## src/rtl/coherency_bus_ctrl_if.sv

```systemverilog
// coherency_bus_ctrl_if
//   Bundles the per-core L1 request/response signals and the RAM port of the
//   snooping bus controller. Per-core buses are packed, core i at [i*32 +: 32].
//
//   master : the bus controller (drives waits, loads, snoop outputs, RAM strobes)
//   slave  : the caches and the RAM model (drive requests, snoop responses,
//            RAM read data and RAM status)
//
//   Cache side : iREN, iaddr, iwait, iload, dREN, dWEN, daddr, dstore,
//                ccwrite, cctrans, ccdirty, dwait, dload, ccwait, ccinv,
//                ccsnoopaddr
//   RAM side   : ramREN, ramWEN, ramaddr, ramstore, ramload,
//                ramstate (FREE=0, BUSY=1, ACCESS=2, ERROR=3)
interface coherency_bus_ctrl_if #(
    parameter int NCPU = 2
) ();
    logic [NCPU-1:0]      iREN;
    logic [32*NCPU-1:0]   iaddr;
    logic [NCPU-1:0]      iwait;
    logic [32*NCPU-1:0]   iload;

    logic [NCPU-1:0]      dREN;
    logic [NCPU-1:0]      dWEN;
    logic [32*NCPU-1:0]   daddr;
    logic [32*NCPU-1:0]   dstore;
    logic [NCPU-1:0]      ccwrite;
    logic [NCPU-1:0]      cctrans;
    logic [NCPU-1:0]      ccdirty;
    logic [NCPU-1:0]      dwait;
    logic [32*NCPU-1:0]   dload;
    logic [NCPU-1:0]      ccwait;
    logic [NCPU-1:0]      ccinv;
    logic [32*NCPU-1:0]   ccsnoopaddr;

    logic                 ramREN;
    logic                 ramWEN;
    logic [31:0]          ramaddr;
    logic [31:0]          ramstore;
    logic [31:0]          ramload;
    logic [1:0]           ramstate;

    modport master (
        input  iREN, iaddr, dREN, dWEN, daddr, dstore,
               ccwrite, cctrans, ccdirty, ramload, ramstate,
        output iwait, iload, dwait, dload, ccwait, ccinv, ccsnoopaddr,
               ramREN, ramWEN, ramaddr, ramstore
    );

    modport slave (
        output iREN, iaddr, dREN, dWEN, daddr, dstore,
               ccwrite, cctrans, ccdirty, ramload, ramstate,
        input  iwait, iload, dwait, dload, ccwait, ccinv, ccsnoopaddr,
               ramREN, ramWEN, ramaddr, ramstore
    );
endinterface

```

## src/rtl/coherency_bus_ctrl.sv

```systemverilog
// coherency_bus_ctrl
//   NCPU-way snooping bus controller between the per-core L1 caches and a
//   single-ported RAM. Arbitrates instruction fetches, data read misses,
//   write-backs and invalidate-only upgrades; every data miss is snooped in
//   all other caches and served cache-to-cache (with a concurrent RAM update
//   when the supplier asserts dWEN) or from RAM. One word per transaction.
//
//   Parameters : NCPU (2..8) cores, SNOOP_LAT (1..4) cycles spent in SNOOP.
//   Ports      : CLK  - clock, posedge
//                RST  - asynchronous reset, active high
//                bus  - coherency_bus_ctrl_if.master (cache and RAM signals)
module coherency_bus_ctrl #(
    parameter int NCPU      = 2,
    parameter int SNOOP_LAT = 1
) (
    input logic                  CLK,
    input logic                  RST,
    coherency_bus_ctrl_if.master bus
);
    localparam int          IW = $clog2(NCPU);
    localparam int          CW = (SNOOP_LAT > 1) ? $clog2(SNOOP_LAT) : 1;
    localparam int unsigned N  = NCPU;

    typedef logic [IW-1:0] idx_t;

    typedef enum logic [2:0] {
        IDLE, IFETCH, DWB, SNOOP, C2C, M2C, INV
    } state_t;

    typedef enum logic [1:0] {
        RAM_FREE, RAM_BUSY, RAM_ACCESS, RAM_ERROR
    } ram_state_t;

    state_t          state, state_n;
    idx_t            req, req_n;
    idx_t            sup, sup_n;
    logic [CW-1:0]   cnt, cnt_n;
    idx_t            dptr, dptr_n;
    idx_t            iptr, iptr_n;

    logic [NCPU-1:0] dreq;
    logic [NCPU-1:0] req_oh;
    logic [NCPU-1:0] dirty_m;
    idx_t            dirty_pick;
    idx_t            dgnt, ignt;
    logic            ram_done;

    logic [31:0]     iaddr_a  [NCPU];
    logic [31:0]     daddr_a  [NCPU];
    logic [31:0]     dstore_a [NCPU];
    logic [31:0]     iload_a  [NCPU];
    logic [31:0]     dload_a  [NCPU];
    logic [31:0]     snoop_a  [NCPU];

    for (genvar g = 0; g < NCPU; g++) begin : g_word
        assign iaddr_a[g]                  = bus.iaddr[g*32 +: 32];
        assign daddr_a[g]                  = bus.daddr[g*32 +: 32];
        assign dstore_a[g]                 = bus.dstore[g*32 +: 32];
        assign bus.iload[g*32 +: 32]       = iload_a[g];
        assign bus.dload[g*32 +: 32]       = dload_a[g];
        assign bus.ccsnoopaddr[g*32 +: 32] = snoop_a[g];
    end

    // Round-robin pick: scan offsets from lowest priority to highest so the
    // last hit written is the first requester at or after ptr.
    function automatic idx_t rr_pick(input logic [NCPU-1:0] vec, input idx_t ptr);
        idx_t        pick;
        int unsigned pos;
        pick = ptr;
        for (int unsigned k = 0; k < N; k++) begin
            pos = (32'(ptr) + (N - 1 - k)) % N;
            if (vec[pos]) pick = idx_t'(pos);
        end
        return pick;
    endfunction

    function automatic idx_t next_idx(input idx_t i);
        return (i == idx_t'(N - 1)) ? '0 : i + idx_t'(1);
    endfunction

    assign dreq     = bus.dREN | bus.dWEN | bus.cctrans;
    assign dgnt     = rr_pick(dreq, dptr);
    assign ignt     = rr_pick(bus.iREN, iptr);
    assign ram_done = (bus.ramstate == RAM_ACCESS);
    assign dirty_m  = bus.ccdirty & ~req_oh;

    always_comb begin
        req_oh     = '0;
        dirty_pick = '0;
        for (int unsigned j = 0; j < N; j++) begin
            req_oh[j] = (idx_t'(j) == req);
        end
        // Lowest-index dirty responder supplies the line.
        for (int unsigned k = 0; k < N; k++) begin
            if (dirty_m[N - 1 - k]) dirty_pick = idx_t'(N - 1 - k);
        end
    end

    // State register
    always_ff @(posedge CLK or posedge RST) begin
        if (RST) begin
            state <= IDLE;
            req   <= '0;
            sup   <= '0;
            cnt   <= '0;
            dptr  <= '0;
            iptr  <= '0;
        end else begin
            state <= state_n;
            req   <= req_n;
            sup   <= sup_n;
            cnt   <= cnt_n;
            dptr  <= dptr_n;
            iptr  <= iptr_n;
        end
    end

    // Next-state logic; a dropped request strobe aborts without moving pointers.
    always_comb begin
        state_n = state;
        req_n   = req;
        sup_n   = sup;
        cnt_n   = cnt;
        dptr_n  = dptr;
        iptr_n  = iptr;
        case (state)
            IDLE: begin
                if (|dreq) begin
                    req_n = dgnt;
                    if (bus.dWEN[dgnt]) begin
                        state_n = DWB;
                    end else if (bus.dREN[dgnt]) begin
                        state_n = SNOOP;
                        cnt_n   = '0;
                    end else begin
                        state_n = INV;
                    end
                end else if (|bus.iREN) begin
                    req_n   = ignt;
                    state_n = IFETCH;
                end
            end
            IFETCH: begin
                if (!bus.iREN[req]) begin
                    state_n = IDLE;
                end else if (ram_done) begin
                    state_n = IDLE;
                    iptr_n  = next_idx(req);
                end
            end
            DWB: begin
                if (!bus.dWEN[req]) begin
                    state_n = IDLE;
                end else if (ram_done) begin
                    state_n = IDLE;
                    dptr_n  = next_idx(req);
                end
            end
            SNOOP: begin
                if (!bus.dREN[req]) begin
                    state_n = IDLE;
                end else if (cnt == CW'(SNOOP_LAT - 1)) begin
                    if (|dirty_m) begin
                        sup_n   = dirty_pick;
                        state_n = C2C;
                    end else begin
                        state_n = M2C;
                    end
                end else begin
                    cnt_n = cnt + CW'(1);
                end
            end
            C2C: begin
                if (ram_done) begin
                    state_n = IDLE;
                    dptr_n  = next_idx(req);
                end
            end
            M2C: begin
                if (!bus.dREN[req]) begin
                    state_n = IDLE;
                end else if (ram_done) begin
                    state_n = IDLE;
                    dptr_n  = next_idx(req);
                end
            end
            INV: begin
                state_n = IDLE;
                dptr_n  = next_idx(req);
            end
            default: state_n = IDLE;
        endcase
    end

    // Output logic
    always_comb begin
        bus.iwait    = '1;
        bus.dwait    = '1;
        bus.ccwait   = '0;
        bus.ccinv    = '0;
        bus.ramREN   = 1'b0;
        bus.ramWEN   = 1'b0;
        bus.ramaddr  = '0;
        bus.ramstore = '0;
        for (int unsigned j = 0; j < N; j++) begin
            iload_a[j] = '0;
            dload_a[j] = '0;
            snoop_a[j] = '0;
        end
        case (state)
            IFETCH: begin
                bus.ramREN   = 1'b1;
                bus.ramaddr  = iaddr_a[req];
                iload_a[req] = bus.ramload;
                if (ram_done && bus.iREN[req]) bus.iwait[req] = 1'b0;
            end
            DWB: begin
                bus.ramWEN   = 1'b1;
                bus.ramaddr  = daddr_a[req];
                bus.ramstore = dstore_a[req];
                if (ram_done && bus.dWEN[req]) bus.dwait[req] = 1'b0;
            end
            SNOOP: begin
                for (int unsigned j = 0; j < N; j++) begin
                    if (!req_oh[j]) begin
                        bus.ccwait[j] = 1'b1;
                        bus.ccinv[j]  = bus.ccwrite[req];
                        snoop_a[j]    = daddr_a[req];
                    end
                end
            end
            C2C: begin
                // The supplier stays stalled so its dstore holds until the ack.
                bus.ccwait[sup] = 1'b1;
                dload_a[req]    = dstore_a[sup];
                bus.ramWEN      = bus.dWEN[sup];
                bus.ramaddr     = daddr_a[req];
                bus.ramstore    = dstore_a[sup];
                if (ram_done) begin
                    bus.dwait[req] = 1'b0;
                    bus.dwait[sup] = 1'b0;
                end
            end
            M2C: begin
                bus.ramREN   = 1'b1;
                bus.ramaddr  = daddr_a[req];
                dload_a[req] = bus.ramload;
                if (ram_done && bus.dREN[req]) bus.dwait[req] = 1'b0;
            end
            INV: begin
                for (int unsigned j = 0; j < N; j++) begin
                    if (!req_oh[j]) begin
                        bus.ccwait[j] = 1'b1;
                        bus.ccinv[j]  = 1'b1;
                        snoop_a[j]    = daddr_a[req];
                    end
                end
                bus.dwait[req] = 1'b0;
            end
            default: ;
        endcase
    end
endmodule

```

## src/flat_wrapper.sv

```systemverilog
// flat-port wrapper written by rule: the top's interface ports become plain ports
module coherency_bus_ctrl_flat 
#(
    parameter int NCPU      = 2,
    parameter int SNOOP_LAT = 1
)
  (CLK, RST, bus_iREN, bus_iaddr, bus_dREN, bus_dWEN, bus_daddr, bus_dstore, bus_ccwrite, bus_cctrans, bus_ccdirty, bus_ramload, bus_ramstate, bus_iwait, bus_iload, bus_dwait, bus_dload, bus_ccwait, bus_ccinv, bus_ccsnoopaddr, bus_ramREN, bus_ramWEN, bus_ramaddr, bus_ramstore);
  coherency_bus_ctrl_if #(.NCPU(NCPU)) bus_i ();
  input logic CLK;
  input logic RST;
  input wire logic [$bits(bus_i.iREN)-1:0] bus_iREN;
  input wire logic [$bits(bus_i.iaddr)-1:0] bus_iaddr;
  input wire logic [$bits(bus_i.dREN)-1:0] bus_dREN;
  input wire logic [$bits(bus_i.dWEN)-1:0] bus_dWEN;
  input wire logic [$bits(bus_i.daddr)-1:0] bus_daddr;
  input wire logic [$bits(bus_i.dstore)-1:0] bus_dstore;
  input wire logic [$bits(bus_i.ccwrite)-1:0] bus_ccwrite;
  input wire logic [$bits(bus_i.cctrans)-1:0] bus_cctrans;
  input wire logic [$bits(bus_i.ccdirty)-1:0] bus_ccdirty;
  input wire logic [$bits(bus_i.ramload)-1:0] bus_ramload;
  input wire logic [$bits(bus_i.ramstate)-1:0] bus_ramstate;
  output wire logic [$bits(bus_i.iwait)-1:0] bus_iwait;
  output wire logic [$bits(bus_i.iload)-1:0] bus_iload;
  output wire logic [$bits(bus_i.dwait)-1:0] bus_dwait;
  output wire logic [$bits(bus_i.dload)-1:0] bus_dload;
  output wire logic [$bits(bus_i.ccwait)-1:0] bus_ccwait;
  output wire logic [$bits(bus_i.ccinv)-1:0] bus_ccinv;
  output wire logic [$bits(bus_i.ccsnoopaddr)-1:0] bus_ccsnoopaddr;
  output wire logic [$bits(bus_i.ramREN)-1:0] bus_ramREN;
  output wire logic [$bits(bus_i.ramWEN)-1:0] bus_ramWEN;
  output wire logic [$bits(bus_i.ramaddr)-1:0] bus_ramaddr;
  output wire logic [$bits(bus_i.ramstore)-1:0] bus_ramstore;
  assign bus_i.iREN = bus_iREN;
  assign bus_i.iaddr = bus_iaddr;
  assign bus_i.dREN = bus_dREN;
  assign bus_i.dWEN = bus_dWEN;
  assign bus_i.daddr = bus_daddr;
  assign bus_i.dstore = bus_dstore;
  assign bus_i.ccwrite = bus_ccwrite;
  assign bus_i.cctrans = bus_cctrans;
  assign bus_i.ccdirty = bus_ccdirty;
  assign bus_i.ramload = bus_ramload;
  assign bus_i.ramstate = bus_ramstate;
  assign bus_iwait = bus_i.iwait;
  assign bus_iload = bus_i.iload;
  assign bus_dwait = bus_i.dwait;
  assign bus_dload = bus_i.dload;
  assign bus_ccwait = bus_i.ccwait;
  assign bus_ccinv = bus_i.ccinv;
  assign bus_ccsnoopaddr = bus_i.ccsnoopaddr;
  assign bus_ramREN = bus_i.ramREN;
  assign bus_ramWEN = bus_i.ramWEN;
  assign bus_ramaddr = bus_i.ramaddr;
  assign bus_ramstore = bus_i.ramstore;
  coherency_bus_ctrl #(.NCPU(NCPU), .SNOOP_LAT(SNOOP_LAT)) u_core (.CLK(CLK), .RST(RST), .bus(bus_i));
endmodule
```

## config.mk

```make
export PLATFORM = sky130hd
export DESIGN_NAME = coherency_bus_ctrl_flat
export DESIGN_NICKNAME = d
export VERILOG_FILES = /design/src/rtl/coherency_bus_ctrl_if.sv /design/src/rtl/coherency_bus_ctrl.sv /design/src/flat_wrapper.sv
export SDC_FILE = /design/constraint.sdc
export NUM_CORES = 1
export LEC_CHECK = 0
export CELL_PAD_IN_SITES_DETAIL_PLACEMENT = 0
export CELL_PAD_IN_SITES_GLOBAL_PLACEMENT = 1
export CORE_AREA = 5 5 195 197
export DETAILED_ROUTE_END_ITERATION = 8
export DIE_AREA = 0 0 200 202
export GPL_TIMING_DRIVEN = 1
export HOLD_SLACK_MARGIN = 0.12
export PLACE_DENSITY_LB_ADDON = 0.1
export SLEW_MARGIN = 40
export SYNTH_ARGS = -nofsm -noshare
export SYNTH_HDL_FRONTEND = slang
export SYNTH_SLANG_ARGS = --single-unit
```

## constraint.sdc

```tcl
create_clock -name CLK -period 5.1 [get_ports CLK]
set_input_delay 1.275 -clock CLK [delete_from_list [all_inputs] [get_ports CLK]]
set_output_delay 1.275 -clock CLK [all_outputs]
set_load 0.02 [all_outputs]
```

# Word-level counts from Yosys, hierarchy flattened
# Cells that the tools add are included.
# word_totals
regBits	8
inputBits	240
out_inout_bits	266
word_cells	164
# op_classes
addsub	4
order_cmp	12
n_eq_ne	15
mux	92
bitwise_logic	13
n_reduce_logical	22
# op_table
cell	n
2-to-1 mux 32 bit	15
AND 64 bit	2
2-to-1 mux 64 bit	2
case mux 32 bit (2 select lines)	2
case mux 64 bit (2 select lines)	1
2-to-1 mux 1 bit	47
demux 32 bit (select 1 bit)	1
2-to-1 mux 3 bit	10
case mux 3 bit (6 select lines)	1
< comparator 1 x 2 -> 1 bit (second input constant)	7
2-to-1 mux 2 bit	5
!= test 2 x 1 -> 1 bit (second input constant)	5
OR reduction 2 bit	5
equality test 3 bit (second input constant)	3
case mux 2 bit (2 select lines)	2
case mux 2 bit (4 select lines)	1
equality test 3 x 2 -> 1 bit (second input constant)	2
logical AND 1 bit	6
inverter 2 bit	3
AND reduction 3 bit	2
AND reduction 5 bit	1
adder 1 bit (second input constant)	4
AND 2 bit	2
greater-or-equal comparator 2 bit (second input constant)	2
19 further kinds	27

# Longest topological paths before layout
# logic_depth
word_depth	12
mapped_depth	7

# Worst setup path before layout
# Ideal clock, no wire load.
# synth_timing
path_type	input -> output
start	in bus_ramstate[1]
end	out bus_dwait[0]
t_arrival_ns	2.272
setup_slack_ns	1.553
stages	5
n_path_buf	1
cell_sequence	nor2b_1 buf_2 a21oi_1 a311oi_1 o21ai_0
# synth_via
elab_chain_len	4
# synth_lines
item	line	source
start, declared	flat_wrapper.sv:21	input wire logic [$bits(bus_i.ramstate)-1:0] bus_ramstate;
equality test 2 bit *	coherency_bus_ctrl.sv:84	assign ram_done = (bus.ramstate == RAM_ACCESS);
logical AND 1 bit, on equally long branches	coherency_bus_ctrl.sv:248, coherency_bus_ctrl.sv:221	
2-to-1 mux 2 bit, on equally long branches	coherency_bus_ctrl.sv:248, coherency_bus_ctrl.sv:221	
case mux 2 bit (4 select lines) *	coherency_bus_ctrl.sv:210	case (state)
end, declared	flat_wrapper.sv:24	output wire logic [$bits(bus_i.dwait)-1:0] bus_dwait;
# Mark *: on every way between the ends. The rest lies on a longest branch, timed or not.

# Worst setup path after layout
# Ends and elaborated chain as after synthesis.

==> results.yml <==
outcome:
  status: "finished, final reports clean"
detailed_routing:
  drtAntennaViolNets: 0
  drt-vias-per-instance: 4.14
  drt_pass1_iterations: 6
  wirelength_um: 34300
  routed-wl-met2_um: 18000
  top_layer: "met5"
  drt_iter0_drc: 179
  vias: 6290
  dr_wl_met3_um: 4000
  drcViolationCount: 0
  drt-met1-wl_um: 11800
  wire_per_inst_um: 22.6
synthesis:
  synth_top_area_cell: "mux2i_1"
  synthCells: 581
  yosys_register_bits: 7
  synth-edff-count: 0
  syn-num-nets: 821
  synth_ff_type: "dfrtp_1"
  yosysWarnings: 0
  synthTopCellsByArea: "mux2i_1 18%, and2_1 16%, a22oi_1 13%"
  synth_top_family_by_area: "simple AND/OR/NAND/NOR gates"
  synthSimpleGateAreaFrac_pct: 35.4
  synth_fa_ha_area_share_pct: 0.266
  synth-compound-area-share_pct: 32.9
  synthXorXnorAreaFrac_pct: 0
  ys_async_sr_fraction_pct: 100
  seq_area_frac_synth_pct: 4.65
  synth.top_cell.area_share_pct: 17.5
  yosys-mux-area-fraction_pct: 18.4
  synth.distinct_cells: 38
  synth_area_um2: 3770
  synth_area_per_cell_um2: 6.48
global_routing:
  grt_pass1_wl_um: 47400
  grt_antenna_before_repair: 5
  grt-ovfl-total: 0
  grt_max_degree: 58
  grt_pass1_vias: 6643
  grtUsageTotal_pct: 15.6
placement:
  dp_hpwl_um: 28100
  placedCellCount: 1513
  gp_congestion: 0.770
  placed_cell_area_um2: 9330
  port_buffers: 505
die:
  die_height_um: 202
  die_area_um2: 40400
  fp.coreArea_um2: 36100
  start_util_pct: 10.4
  ios: 506
  die_x_um: 200
  placementRows: 70
critical_path:
  critical-path-max-stage-delay_ns: 0.56
  critical_path.top_delay_family: "buffers and inverters"
  crit_chain: "clkdlybuf4s50_1 > nor2b_1 > a21oi_1 > a311oi_1 > o21ai_0 > clkdlybuf4s50_1"
  cp_data_arrival_time_ns: 3.29
  cpMostUsedCell: "clkdlybuf4s50_1"
  critPathSlowestCell: "clkdlybuf4s50_1"
  required_ns: 3.83
  cp-start-kind: "primary input"
  critPathKind: "primary input to output pin"
  cp-end-kind: "output pin"
  cp_max_fo: 8
  r2r_setup_slack_ns: 3.17
  path_buf_inv: 2
hold_path:
  hold_class: "flip-flop to flip-flop"
sta:
  rsz0062_at_grt: "false"
  setup_viol: 0
  max_freq_ghz: 0.219
  finalHoldViolCount: 0
  period_share_pct: 89.6
  maxSlewViolCount: 0
  slew_headroom_pct: 54.6
  worstMarginPinSlew_ns: 0.681
  period_minus_slack_ns: 4.57
  skew_ns: 0.000381
  fin_setup_tns_ns: 0
  whs_ns: 0.501
pwr:
  ir_drop_mv: 0.192
  seqPwrFrac_pct: 5.8
  power_density_nw_per_um2: 351
  netSwitchingPower_mw: 1.79
  pwr-share-comb_pct: 90.1
  p_sw_share_pct: 54.2
  p_leak_nw: 3.40
  p_int_mw: 1.52
  pwr-share-clk_pct: 4.0
clock_network:
  htree_levels: 1
  cts_made_buffers: 3
  cts_tree: "yes"
  cts_setup_buffers: 0
  clockBufferDepth: 2
  numClockSinks: 7
  cts_resized: 0
  hold_buffers: 0
  clk_latency_ns: 0.23
  clk_pin_slew_worst_paths_ns: 0.04
  root_buffer: "clkbuf_16"
cells_and_area:
  fillers: 3981
  mostFrequentLayoutCells: "505 x clkdlybuf4s50_1, 99 x and2_1, 71 x nor2_1"
  final_common_cell: "clkdlybuf4s50_1"
  fin_cells: 1520
  finalInstanceArea_um2: 9420
  area_growth_pct: 150
  layout.nets: 1290
  drive_gt1_share_pct: 3.53
run:
  cap_viol_max_count: 0
-- metrics by stage --
stage	utilization (%)	power, mW	setup WS [ns]
after global routing	26.1	3.53	0.358
after detailed placement	25.9	3.24	0.489
final	26.1	3.31	0.531
after CTS	26.1	3.39	0.476
after global placement	25.9	3.28	0.483
after floorplan	-	1.65	1.55
-- layout make-up --
| cell class | instances | area, um^2 | share of cell area (%) |
|---|---|---|---|
| flip-flops and latches | 7 | 179 | 1.90 |
| multi-input cells | 508 | 3320 | 35.2 |
| well taps | 468 | 586 | 6.22 |
| inverters | 5 | 18.8 | 0.199 |
| diodes | 3 | 7.51 | 0.0797 |
| repair buffers | 525 | 5230 | 55.5 |
| clock buffers | 4 | 78.8 | 0.837 |
-- synth_stat cells, types with 3 or more instances --
cell	n
and2_1	99
nor2_1	74
mux2i_1	66
a22oi_1	63
o21ai_0	51
and3_1	33
a21boi_1	32
clkbuf_1	31
buf_2	22
o21ai_1	22
nand2_1	17
a21oi_1	8
dfrtp_1	7
nor2b_1	6
inv_1	5
buf_4	4
buf_6	3
mux2_2	3
nand2b_1	3
nand3_1	3
o22ai_1	3
or2_2	3
-- state kept, by name (all words and copies together) (netlist names) --
register      flops
u_core.sup        1
u_core.state      3
u_core.dptr       1
u_core.iptr       1
u_core.req        1
-- path summary, 6_finish.rpt --
| kind | endpoint | cells after the start | startpoint |
|---|---|---|---|
| worst max-delay path | bus_dwait[0] | 6 | bus_ramstate[1] |
| worst min-delay path | u_core.iptr | 1 | u_core.iptr |
| worst max register to register | u_core.state[2] | 4 | u_core.req |
| worst min register to register | u_core.iptr | 1 | u_core.iptr |
| max in group asynchronous | u_core.req | 2 | RST |
| min in group asynchronous | u_core.iptr | 2 | RST |
-- power groups by stage --
stage          registers, mW  logic (mW)  clock network (mW)
6_report               0.193        2.98               0.134
3_5_place_dp           0.198        3.05                   0
5_1_grt                0.205        3.18               0.139
2_1_floorplan         0.0957        1.56                   0
4_1_cts                0.196        3.06               0.135
3_3_place_gp           0.199        3.08                   0
-- routing by layer --
metal / vias to the layer above / GRT usage [%]
met4: 6 / 2.30
met2: 349 / 30.6
met1: 2877 / 15.7
li1: 3032 / -
met3: 26 / 5.88
met5: - / 0
-- cell families (layout without fill, tap and decap cells) --
family / after synthesis / after routing
other: 0 / 3
AO/OA/AOI/OAI: 192 / 192
AND/OR/NAND/NOR: 246 / 246
buffers and inverters: 66 / 534
adder cells (fa/ha/maj): 1 / 1
multiplexers: 69 / 69
flip-flops: 7 / 7
No activity file was read; power rests on OpenSTA's default activity.
